==> src/rtl/interlaken_msg_trigger_seq_if.sv <==
// Request/measurement bundle between the message trigger sequencer and its environment.
// INTERLAKEN_LAT_STATS_EN adds the latency statistics outputs.
interface interlaken_msg_trigger_seq_if #(
    parameter int NUM_MSG = 9,
    parameter int CNT_W   = 16
);
    logic               start;
    logic               continuous;
    logic [NUM_MSG-1:0] msg_mask;
    logic [CNT_W-1:0]   gap_cycles;
    logic               rx_done;
    logic [NUM_MSG-1:0] send_msg;
    logic               busy;
    logic               lat_valid;
    logic [CNT_W-1:0]   lat_value;
    logic [3:0]         lat_msg;
    logic               lat_timeout;
    logic               pass_done;
`ifdef INTERLAKEN_LAT_STATS_EN
    logic [CNT_W-1:0]   lat_min;
    logic [CNT_W-1:0]   lat_max;
    logic [31:0]        lat_cnt;
    logic [15:0]        lost_cnt;

    modport master (
        output start, continuous, msg_mask, gap_cycles, rx_done,
        input  send_msg, busy, lat_valid, lat_value, lat_msg, lat_timeout, pass_done,
        input  lat_min, lat_max, lat_cnt, lost_cnt
    );
    modport slave (
        input  start, continuous, msg_mask, gap_cycles, rx_done,
        output send_msg, busy, lat_valid, lat_value, lat_msg, lat_timeout, pass_done,
        output lat_min, lat_max, lat_cnt, lost_cnt
    );
`else
    modport master (
        output start, continuous, msg_mask, gap_cycles, rx_done,
        input  send_msg, busy, lat_valid, lat_value, lat_msg, lat_timeout, pass_done
    );
    modport slave (
        input  start, continuous, msg_mask, gap_cycles, rx_done,
        output send_msg, busy, lat_valid, lat_value, lat_msg, lat_timeout, pass_done
    );
`endif
endinterface

==> src/rtl/interlaken_msg_trigger_seq.sv <==
// Round-robin send_msg strobe generator that measures strobe-to-rx_done latency per message.
// Optional macro INTERLAKEN_LAT_STATS_EN adds min/max/count latency statistics.
module interlaken_msg_trigger_seq #(
    parameter int               NUM_MSG = 9,
    parameter int               CNT_W   = 16,
    parameter logic [CNT_W-1:0] TIMEOUT = 16'hFFFF
) (
    input logic                         init_clk,
    input logic                         clk_reset_n,
    interlaken_msg_trigger_seq_if.slave bus
);
    typedef enum logic [1:0] {IDLE = 2'd0, GAP = 2'd1, FIRE = 2'd2, WAIT_DONE = 2'd3} state_t;

    localparam logic [CNT_W-1:0]   CNT_ZERO = {CNT_W{1'b0}};
    localparam logic [CNT_W-1:0]   CNT_ONE  = {{(CNT_W-1){1'b0}}, 1'b1};
    localparam logic [CNT_W-1:0]   CNT_MAX  = {CNT_W{1'b1}};
    localparam logic [NUM_MSG-1:0] MSG_ZERO = {NUM_MSG{1'b0}};
    localparam logic [NUM_MSG-1:0] MSG_ONE  = {{(NUM_MSG-1){1'b0}}, 1'b1};

    state_t             state_r, state_nxt_s;
    logic               start_prev_r, start_rise_s;
    logic [NUM_MSG-1:0] mask_r, mask_nxt_s;
    logic [CNT_W-1:0]   gap_r, gap_nxt_s;
    logic [3:0]         ptr_r, ptr_nxt_s;
    logic [CNT_W-1:0]   gap_cnt_r, gap_cnt_nxt_s;
    logic [CNT_W-1:0]   lat_cnt_r, lat_cnt_nxt_s;
    logic [4:0]         adv_s;
    logic               launch_s, done_s;
    logic [NUM_MSG-1:0] send_msg_r, send_msg_nxt_s;
    logic               busy_r, busy_nxt_s;
    logic               lat_valid_r, lat_valid_nxt_s;
    logic [CNT_W-1:0]   lat_value_r, lat_value_nxt_s;
    logic [3:0]         lat_msg_r, lat_msg_nxt_s;
    logic               lat_timeout_r, lat_timeout_nxt_s;
    logic               pass_done_r, pass_done_nxt_s;
`ifdef INTERLAKEN_LAT_STATS_EN
    logic [CNT_W-1:0]   lat_min_r, lat_min_nxt_s;
    logic [CNT_W-1:0]   lat_max_r, lat_max_nxt_s;
    logic [31:0]        lat_cnt_stat_r, lat_cnt_stat_nxt_s;
    logic [15:0]        lost_cnt_r, lost_cnt_nxt_s;
`endif

    function automatic logic [3:0] lowest_f(input logic [NUM_MSG-1:0] m);
        logic [3:0] r;
        r = 4'd0;
        for (int i = NUM_MSG - 1; i >= 0; i--) begin
            r = m[i] ? 4'(i) : r;
        end
        return r;
    endfunction

    // Returns {wrap, next_ptr}: next set bit above p, or the lowest set bit with wrap=1.
    function automatic logic [4:0] advance_f(input logic [NUM_MSG-1:0] m, input logic [3:0] p);
        logic [3:0] r;
        logic       found;
        logic       hit;
        r     = lowest_f(m);
        found = 1'b0;
        for (int i = NUM_MSG - 1; i >= 0; i--) begin
            hit   = m[i] && (i > int'(p));
            r     = hit ? 4'(i) : r;
            found = found | hit;
        end
        return {~found, r};
    endfunction

    assign start_rise_s = bus.start & ~start_prev_r;

    // Next-state and next-output computation for the sequencer.
    always_comb begin
        state_nxt_s       = state_r;
        mask_nxt_s        = mask_r;
        gap_nxt_s         = gap_r;
        ptr_nxt_s         = ptr_r;
        gap_cnt_nxt_s     = gap_cnt_r;
        lat_cnt_nxt_s     = lat_cnt_r;
        send_msg_nxt_s    = MSG_ZERO;
        lat_valid_nxt_s   = 1'b0;
        lat_value_nxt_s   = lat_value_r;
        lat_msg_nxt_s     = lat_msg_r;
        lat_timeout_nxt_s = lat_timeout_r;
        pass_done_nxt_s   = 1'b0;
        launch_s          = 1'b0;
        done_s            = 1'b0;
        adv_s             = advance_f(mask_r, ptr_r);
        case (state_r)
            IDLE: begin
                if (start_rise_s && (bus.msg_mask != MSG_ZERO)) begin
                    state_nxt_s = GAP;
                    mask_nxt_s  = bus.msg_mask;
                    gap_nxt_s   = bus.gap_cycles;
                    ptr_nxt_s   = lowest_f(bus.msg_mask);
                    launch_s    = 1'b1;
                end else begin
                    state_nxt_s = IDLE;
                end
            end
            GAP: begin
                if (gap_cnt_r == gap_r) begin
                    state_nxt_s    = FIRE;
                    send_msg_nxt_s = MSG_ONE << ptr_r;
                end else begin
                    gap_cnt_nxt_s  = gap_cnt_r + CNT_ONE;
                end
            end
            FIRE: begin
                state_nxt_s   = WAIT_DONE;
                lat_cnt_nxt_s = CNT_ONE;
            end
            WAIT_DONE: begin
                // A completion in the same cycle as the timeout compare wins over the timeout.
                if (bus.rx_done || (lat_cnt_r == TIMEOUT)) begin
                    done_s            = 1'b1;
                    lat_valid_nxt_s   = 1'b1;
                    lat_value_nxt_s   = bus.rx_done ? lat_cnt_r : TIMEOUT;
                    lat_timeout_nxt_s = ~bus.rx_done;
                    lat_msg_nxt_s     = ptr_r;
                    ptr_nxt_s         = adv_s[3:0];
                    pass_done_nxt_s   = adv_s[4];
                    state_nxt_s       = (adv_s[4] && !bus.continuous) ? IDLE : GAP;
                end else if (lat_cnt_r != CNT_MAX) begin
                    lat_cnt_nxt_s = lat_cnt_r + CNT_ONE;
                end else begin
                    lat_cnt_nxt_s = lat_cnt_r;
                end
            end
            default: begin
                state_nxt_s = IDLE;
            end
        endcase
        if (launch_s || done_s) begin
            gap_cnt_nxt_s = CNT_ZERO;
        end else begin
            gap_cnt_nxt_s = gap_cnt_nxt_s;
        end
        busy_nxt_s = (state_nxt_s != IDLE);
    end

`ifdef INTERLAKEN_LAT_STATS_EN
    // Statistics follow each completion and restart with every launch.
    always_comb begin
        lat_min_nxt_s      = lat_min_r;
        lat_max_nxt_s      = lat_max_r;
        lat_cnt_stat_nxt_s = lat_cnt_stat_r;
        lost_cnt_nxt_s     = lost_cnt_r;
        if (launch_s) begin
            lat_min_nxt_s      = CNT_MAX;
            lat_max_nxt_s      = CNT_ZERO;
            lat_cnt_stat_nxt_s = 32'd0;
            lost_cnt_nxt_s     = 16'd0;
        end else if (done_s && bus.rx_done) begin
            lat_min_nxt_s      = (lat_cnt_r < lat_min_r) ? lat_cnt_r : lat_min_r;
            lat_max_nxt_s      = (lat_cnt_r > lat_max_r) ? lat_cnt_r : lat_max_r;
            lat_cnt_stat_nxt_s = lat_cnt_stat_r + 32'd1;
        end else if (done_s) begin
            lost_cnt_nxt_s     = lost_cnt_r + 16'd1;
        end else begin
            lost_cnt_nxt_s     = lost_cnt_r;
        end
    end

    // Statistics registers.
    always_ff @(posedge init_clk or negedge clk_reset_n) begin
        if (!clk_reset_n) begin
            lat_min_r      <= CNT_MAX;
            lat_max_r      <= CNT_ZERO;
            lat_cnt_stat_r <= 32'd0;
            lost_cnt_r     <= 16'd0;
        end else begin
            lat_min_r      <= lat_min_nxt_s;
            lat_max_r      <= lat_max_nxt_s;
            lat_cnt_stat_r <= lat_cnt_stat_nxt_s;
            lost_cnt_r     <= lost_cnt_nxt_s;
        end
    end

    assign bus.lat_min  = lat_min_r;
    assign bus.lat_max  = lat_max_r;
    assign bus.lat_cnt  = lat_cnt_stat_r;
    assign bus.lost_cnt = lost_cnt_r;
`endif

    // State, counters and registered outputs.
    always_ff @(posedge init_clk or negedge clk_reset_n) begin
        if (!clk_reset_n) begin
            state_r       <= IDLE;
            start_prev_r  <= 1'b0;
            mask_r        <= MSG_ZERO;
            gap_r         <= CNT_ZERO;
            ptr_r         <= 4'd0;
            gap_cnt_r     <= CNT_ZERO;
            lat_cnt_r     <= CNT_ZERO;
            send_msg_r    <= MSG_ZERO;
            busy_r        <= 1'b0;
            lat_valid_r   <= 1'b0;
            lat_value_r   <= CNT_ZERO;
            lat_msg_r     <= 4'd0;
            lat_timeout_r <= 1'b0;
            pass_done_r   <= 1'b0;
        end else begin
            state_r       <= state_nxt_s;
            start_prev_r  <= bus.start;
            mask_r        <= mask_nxt_s;
            gap_r         <= gap_nxt_s;
            ptr_r         <= ptr_nxt_s;
            gap_cnt_r     <= gap_cnt_nxt_s;
            lat_cnt_r     <= lat_cnt_nxt_s;
            send_msg_r    <= send_msg_nxt_s;
            busy_r        <= busy_nxt_s;
            lat_valid_r   <= lat_valid_nxt_s;
            lat_value_r   <= lat_value_nxt_s;
            lat_msg_r     <= lat_msg_nxt_s;
            lat_timeout_r <= lat_timeout_nxt_s;
            pass_done_r   <= pass_done_nxt_s;
        end
    end

    assign bus.send_msg    = send_msg_r;
    assign bus.busy        = busy_r;
    assign bus.lat_valid   = lat_valid_r;
    assign bus.lat_value   = lat_value_r;
    assign bus.lat_msg     = lat_msg_r;
    assign bus.lat_timeout = lat_timeout_r;
    assign bus.pass_done   = pass_done_r;
endmodule

==> src/flat_wrapper.sv <==
// flat-port wrapper written by rule: the top's interface ports become plain ports
module interlaken_msg_trigger_seq_flat 
#(
    parameter int               NUM_MSG = 9,
    parameter int               CNT_W   = 16,
    parameter logic [CNT_W-1:0] TIMEOUT = 16'hFFFF
)
  (init_clk, clk_reset_n, bus_start, bus_continuous, bus_msg_mask, bus_gap_cycles, bus_rx_done, bus_send_msg, bus_busy, bus_lat_valid, bus_lat_value, bus_lat_msg, bus_lat_timeout, bus_pass_done);
  interlaken_msg_trigger_seq_if #(.NUM_MSG(NUM_MSG), .CNT_W(CNT_W)) bus_i ();
  input logic init_clk;
  input logic clk_reset_n;
  input wire logic [$bits(bus_i.start)-1:0] bus_start;
  input wire logic [$bits(bus_i.continuous)-1:0] bus_continuous;
  input wire logic [$bits(bus_i.msg_mask)-1:0] bus_msg_mask;
  input wire logic [$bits(bus_i.gap_cycles)-1:0] bus_gap_cycles;
  input wire logic [$bits(bus_i.rx_done)-1:0] bus_rx_done;
  output wire logic [$bits(bus_i.send_msg)-1:0] bus_send_msg;
  output wire logic [$bits(bus_i.busy)-1:0] bus_busy;
  output wire logic [$bits(bus_i.lat_valid)-1:0] bus_lat_valid;
  output wire logic [$bits(bus_i.lat_value)-1:0] bus_lat_value;
  output wire logic [$bits(bus_i.lat_msg)-1:0] bus_lat_msg;
  output wire logic [$bits(bus_i.lat_timeout)-1:0] bus_lat_timeout;
  output wire logic [$bits(bus_i.pass_done)-1:0] bus_pass_done;
  assign bus_i.start = bus_start;
  assign bus_i.continuous = bus_continuous;
  assign bus_i.msg_mask = bus_msg_mask;
  assign bus_i.gap_cycles = bus_gap_cycles;
  assign bus_i.rx_done = bus_rx_done;
  assign bus_send_msg = bus_i.send_msg;
  assign bus_busy = bus_i.busy;
  assign bus_lat_valid = bus_i.lat_valid;
  assign bus_lat_value = bus_i.lat_value;
  assign bus_lat_msg = bus_i.lat_msg;
  assign bus_lat_timeout = bus_i.lat_timeout;
  assign bus_pass_done = bus_i.pass_done;
  interlaken_msg_trigger_seq #(.NUM_MSG(NUM_MSG), .CNT_W(CNT_W), .TIMEOUT(TIMEOUT)) u_core (.init_clk(init_clk), .clk_reset_n(clk_reset_n), .bus(bus_i));
endmodule
==> config.mk <==
export PLATFORM = sky130hd
export DESIGN_NAME = interlaken_msg_trigger_seq_flat
export DESIGN_NICKNAME = d
export VERILOG_FILES = /design/src/rtl/interlaken_msg_trigger_seq_if.sv /design/src/rtl/interlaken_msg_trigger_seq.sv /design/src/flat_wrapper.sv
export SDC_FILE = /design/constraint.sdc
export NUM_CORES = 1
export LEC_CHECK = 0
export CORE_ASPECT_RATIO = 0.75
export CORE_UTILIZATION = 40
export CTS_BUF_LIST = sky130_fd_sc_hd__clkbuf_4 sky130_fd_sc_hd__clkbuf_8
export DETAILED_ROUTE_END_ITERATION = 6
export PLACE_DENSITY = 0.67
export SLEW_MARGIN = 20
export SYNTH_ARGS = -nofsm -noshare
export SYNTH_HDL_FRONTEND = slang
export SYNTH_SLANG_ARGS = --single-unit
==> constraint.sdc <==
create_clock -name init_clk -period 1.79 [get_ports init_clk]
set_input_delay 0.358 -clock init_clk [delete_from_list [all_inputs] [get_ports init_clk]]
set_output_delay 0.358 -clock init_clk [all_outputs]
set_load 0.05 [all_outputs]
# After elaboration in Yosys (flattened, before gate mapping)
# Cells that the tools add are included.
dict set report op_classes {
  n_reduce_logical 24
  n_mux 49
  magnitude_cmp 8
  bitwise_logic 11
  n_addsub 2
  shift 1
  eq_ne 11
}
# cell n
set ops {}
lappend ops {{$mux 4} 28}
lappend ops {{$mux 16} 6}
lappend ops {{$add 16x1->16 const B} 2}
lappend ops {{$pmux 16 s2} 1}
lappend ops {{$mux 9} 2}
lappend ops {{$eq 16x16->1} 1}
lappend ops {{$eq 16x16->1 const B} 1}
lappend ops {{$gt 3x4->1 const A} 4}
lappend ops {{$ne 16x16->1 const B} 1}
lappend ops {{$logic_and 1x1->1} 10}
lappend ops {{$reduce_bool 9->1} 1}
lappend ops {{$shl 1x4->9 const A} 1}
lappend ops {{$gt 2x4->1 const A} 2}
lappend ops {{$mux 1} 8}
lappend ops {{$pmux 2 s4} 1}
lappend ops {{$pmux 4 s2} 1}
lappend ops {{$reduce_bool 2->1} 4}
lappend ops {{$or 1x1->1} 7}
lappend ops {{$ne 2x1->1 const B} 3}
lappend ops {{$reduce_and 2->1} 3}
lappend ops {{$reduce_and 3->1} 2}
lappend ops {{$eq 2x2->1 const B} 2}
lappend ops {{$gt 1x4->1 const A} 1}
lappend ops {{$gt 4x4->1 const A} 1}
lappend ops {{other kinds (8)} 13}
dict set report totals {
  in_bits 30
  wordCells 120
  out_inout_bits 33
  ff_bits 97
}

# Logic depth before layout (Yosys ltp)
dict set report logic_depth {
  ltp_word 19
  depth_mapped 8
  depth_no_buf 7
}

# Least setup slack after synthesis
# Ideal clock, no wire load.
dict set report synth_timing {
  path_type {input to register}
  from {input port bus_msg_mask[1]}
  to {register u_core.mask_r[7]}
  setup_ns 0.127
  setup_slack_ns -0.221
  t_arrival_ns 1.884
  t_required_ns 1.663
  cell_stages 6
  n_path_buf 1
  path_cell_list {or4_1 > o311ai_4 > inv_2 > nand2_4 > buf_6 > mux2_1}
}
dict set report synth_between {
  elab_chain_len 3
}
# item line
set synth_lines {}
lappend synth_lines {{from (decl)} flat_wrapper.sv:14} ;# input wire logic [$bits(bus_i.msg_mask)-1:0] bus_msg_mask;
lappend synth_lines {{$reduce_bool 9->1} interlaken_msg_trigger_seq.sv:88} ;# if (start_rise_s && (bus.msg_mask != MSG_ZERO)) begin
lappend synth_lines {{$logic_and 1x1->1} interlaken_msg_trigger_seq.sv:88}
lappend synth_lines {{$reduce_and 2->1 (no source line)} n/a}
lappend synth_lines {{to (signal assigned)} interlaken_msg_trigger_seq.sv:203} ;# mask_r <= mask_nxt_s;
lappend synth_lines {{to (decl)} interlaken_msg_trigger_seq.sv:22} ;# logic [NUM_MSG-1:0] mask_r, mask_nxt_s;
# Every way passes these cells.
# A chain may end at the register's enable or synchronous reset.

# Worst setup path in the final report
dict set report layout_timing {
  from {register u_core.gap_r[10]}
  to {register u_core.busy_r (netlist: u_core.bus.busy)}
}
dict set report layout_between {
  elab_chain_len 4
}
# item line
set layout_lines {}
lappend layout_lines {{from (decl)} interlaken_msg_trigger_seq.sv:23} ;# logic [CNT_W-1:0] gap_r, gap_nxt_s;
lappend layout_lines {{from (signal assigned)} interlaken_msg_trigger_seq.sv:204} ;# gap_r <= gap_nxt_s;
lappend layout_lines {{$eq 16x16->1} interlaken_msg_trigger_seq.sv:99} ;# if (gap_cnt_r == gap_r) begin
lappend layout_lines {{$mux 2} interlaken_msg_trigger_seq.sv:99}
lappend layout_lines {{$pmux 2 s4} interlaken_msg_trigger_seq.sv:86} ;# case (state_r)
lappend layout_lines {{named net u_core.state_nxt_s[0]} interlaken_msg_trigger_seq.sv:20} ;# state_t state_r, state_nxt_s;
lappend layout_lines {{$reduce_bool 2->1} interlaken_msg_trigger_seq.sv:136} ;# busy_nxt_s = (state_nxt_s != IDLE);
lappend layout_lines {{named net u_core.busy_nxt_s} interlaken_msg_trigger_seq.sv:30} ;# logic busy_r, busy_nxt_s;
lappend layout_lines {{to (signal assigned)} interlaken_msg_trigger_seq.sv:209} ;# busy_r <= busy_nxt_s;
lappend layout_lines {{to (decl)} interlaken_msg_trigger_seq.sv:30}
# The timed path passes the listed nets, and every way through them passes these cells.

==> flow_summary_export.csv <==
group,metric,value,unit
status,status,"finished with violations",
status,violations,"negative setup slack",
drt,vias_per_cell,5.17,
sta,worst_slew_pin_slew,579,ps
sta,drv_slew,0,
sta,setup_viol,29,
synth,synthDistinctLibCells,62,
clocking,root_buffer,"clkbuf_8",
placed_design,numPlacedInstances,762,
finish,nets,684,
finish,area_growth_syn_to_layout,50.2,%
finish,final_cell_mix,"128 x buf_4, 94 x dfrtp_1, 54 x nor2_1",
drt,final_antenna_net_count,0,
floorplan,core_area,11700,µm²
pwr,ir_worst_vdd,0.523,mV
worst_setup_path,cp.arrival,2280,ps
floorplan,die-area,12400,µm²
synth,syn_area,4790,µm²
pwr,p_per_area,1190,nW/µm²
min_path,holdCritPathClass,"input pin to flop",
synth,ys_seq_area_share,50.6,%
global_route,grt_max_degree,52,
global_route,grt_usage,21.6,%
global_route,grt.overflow.total,0,
placed_design,hpwl,9.00,mm
sta,slew_headroom,60.4,%
finish,final_area,7200,µm²
finish,mostFrequentLayoutCell,"buf_4",
clocking,clk_path_buf_depth,2,
clocking,worstSkewPairLatency,370,ps
sta,rsz0062_at_grt,"yes",
clocking,clkTransAtPathRegs,100,ps
global_route,use_met2,33.8,%
clocking,htree_levels,3,
worst_setup_path,required,2030,ps
global_route,met1_usage,29.7,%
global_route,grt_first_pass_wirelength,20.8,mm
synth,ys_warn_count,0,
drt,remaining_drc_errors,0,
clocking,cts_tree,"built",
worst_setup_path,worstSetupEndpointType,"flop",
floorplan,io-pin-count,63,
worst_setup_path,path_cells,"xnor2_2 -> nand4_1 -> o41ai_4 -> buf_4 -> o21a_1 -> o32ai_2 -> or2_1",
global_route,grt_pass1_vias,4115,
job,cap_violations,0,
finish,drive_gt1_share,41.6,%
drt,detailroute.via_count,4206,
worst_setup_path,cpMaxStageDelayCell,"dfrtp_1",
worst_setup_path,critPathKind,"flop to flop",
sta,hold_viol,0,
floorplan,die_x,128,µm
placed_design,post_dp_cell_area,6210,µm²
floorplan,rows,34,
global_route,grt_antenna_before_repair,0,
finish,diodes,0,
drt,drtIter0Drc,251,
global_route,busiest_layer,"met2",
placed_design,portBuffers,62,
drt,wl_per_cell,16.4,µm
clocking,cts.sinks,97,
worst_setup_path,cp_slowest_stage_delay,420,ps
synth,synth_edf_count,0,
synth,synth-async-reset-ratio,100,%
placed_design,gp_congestion,0.887,
drt,wl,13.4,mm
clocking,cts_made_buffers,9,
worst_setup_path,critPathTopFamily,"compound AO/OA/AOI/OAI gates",
sta,fin_worst_skew,12.7,ps
worst_setup_path,cp-start-kind,"flop",
sta,min_period,2040,ps
worst_setup_path,cp_max_fo,2,
synth,synth_nets,510,
floorplan,initial_core_util,41.1,%
global_route,met3_usage,4.54,%
drt,drt_first_pass_iters,5,
finish,stdcell_count,814,
pwr,p_leak,3.24,nW
synth,synthCells,473,
synth,synth-main-ff-cell,"dfrtp_1",
synth,synth-seq-cells,97,
synth,syn_avg_cell_area,10.1,µm²
sta,fmax,0.490,GHz
floorplan,dieHeight,96.8,µm
sta,fin_crit_sh,114,%
worst_setup_path,critPathBufInv,1,
sta,setup_slack,-250,ps
synthesized netlist by cell type (2+ instances only):
cell | instances | area [µm²]
xnor2_1 | 41 | 359
o21ai_0 | 14 | 70.1
buf_2 | 2 | 10.0
nand2b_1 | 2 | 12.5
buf_1 | 2 | 7.51
buf_6 | 3 | 33.8
a21oi_1 | 29 | 145
and4_1 | 2 | 17.5
a2bb2oi_1 | 2 | 17.5
dfrtp_1 | 97 | 2430
nor4_1 | 6 | 37.5
nand2_1 | 28 | 105
nor2b_1 | 4 | 25.0
o31a_1 | 2 | 17.5
nand3_1 | 13 | 65.1
nor3_1 | 17 | 85.1
or3_1 | 2 | 12.5
o21a_1 | 3 | 22.5
nand4_1 | 9 | 56.3
nand2_4 | 2 | 22.5
nor3b_1 | 2 | 15.0
ha_1 | 7 | 87.6
o31ai_1 | 3 | 22.5
and3_1 | 3 | 18.8
clkbuf_1 | 11 | 41.3
nor2_1 | 57 | 214
mux2_2 | 9 | 101
mux2_1 | 17 | 191
a31oi_1 | 18 | 113
inv_2 | 2 | 7.51
inv_1 | 31 | 116
a211oi_1 | 3 | 22.5
flip-flops by register name, indices dropped and copies added, names as in the netlist:
name	cells
u_core.start_prev_r	1
u_core.bus.lat_msg	4
u_core.bus.pass_done	1
u_core.bus.lat_value	16
u_core.gap_r	16
u_core.lat_cnt_r	16
u_core.bus.lat_valid	1
u_core.bus.busy	1
u_core.mask_r	9
u_core.ptr_r	4
u_core.state_r	2
u_core.gap_cnt_r	16
u_core.bus.send_msg	9
u_core.bus.lat_timeout	1
final timing paths:
path | from | endpoint | slack, ps | depth (start not counted)
worst max-delay path | u_core.gap_r[10]$_DFFE_PN0P_ | u_core.bus.busy$_DFF_PN0_ | -250 | 7
worst min-delay path | bus_msg_mask[7] | u_core.mask_r[7]$_DFFE_PN0P_ | 360 | 3
worst max register to register | u_core.gap_r[10]$_DFFE_PN0P_ | u_core.bus.busy$_DFF_PN0_ | -250 | 7
min in group asynchronous | clk_reset_n | u_core.bus.lat_msg[1]$_DFFE_PN0P_ | 520 | 3
max in group asynchronous | clk_reset_n | u_core.state_r[0]$_DFF_PN0_ | 980 | 3
worst min register to register | u_core.bus.lat_msg[3]$_DFFE_PN0P_ | u_core.bus.lat_msg[3]$_DFFE_PN0P_ | 510 | 2
final cells by class:
cell class	instances	area [µm²]
fillers	962	4450
multi-input cells	324	2600
flip-flops and latches	97	2430
repair buffers	182	1610
well taps	162	203
clock buffers	11	151
inverters	33	124
clock inverters	5	85.1
routing by layer:
layer  vias up  routed length [µm]
li1       1990                   -
met1      2105                6130
met2        91                6520
met3        20                 449
met4         0                 247
met5         -                   0
where the power goes:
group | internal (W) | switching (W) | leakage (nW)
registers | 0.00269 | 0.000484 | 1.25
clock network | 0.000871 | 0.000781 | 0.116
logic | 0.00190 | 0.00188 | 1.88
worst reg2reg max path, stage by stage (launching register included):
cell	delay, ps
dfrtp_1	420
xnor2_2	200
nand4_1	210
o41ai_4	420
buf_4	190
o21a_1	130
o32ai_2	100
or2_1	230
logic make-up (layout without fill, tap and decap cells):
kind of cell	after synthesis	in the layout	synth area share, %
AO/OA/AOI/OAI	94	94	13.4
XOR/XNOR	42	42	7.67
adder cells (fa/ha/maj)	7	7	1.83
buffers and inverters	52	231	4.67
flip-flops	97	97	50.6
multiplexers	27	27	6.32
AND/OR/NAND/NOR	154	154	15.5
what timing repair did:
| action | in CTS | in global routing |
|---|---|---|
| hold buffers | 1 | 0 |
| setup buffers | 15 | 22 |
| resized for setup | 62 | 85 |
| pin swaps | 18 | 50 |
| gates cloned | 1 | 0 |
| endpoints found under the hold margin | 97 | 0 |
| setup endpoints to repair | 63 | 55 |
metrics by stage:
step	worst slack [ps]	setup TNS (ps)	hold slack (ps)	total power [W]	utilization [%]
floorplan	-194	-3910	62.4	0.00504	-
CTS	-201	-1880	333	0.00828	57.8
global route	-293	-6890	333	0.00907	61.8
global placement	-717	-30790	369	0.00618	53.3
finish	-250	-3330	359	0.00861	61.8
detailed placement	-720	-30940	369	0.00626	53.3
Note: power is estimated with default switching activity, not from simulation.
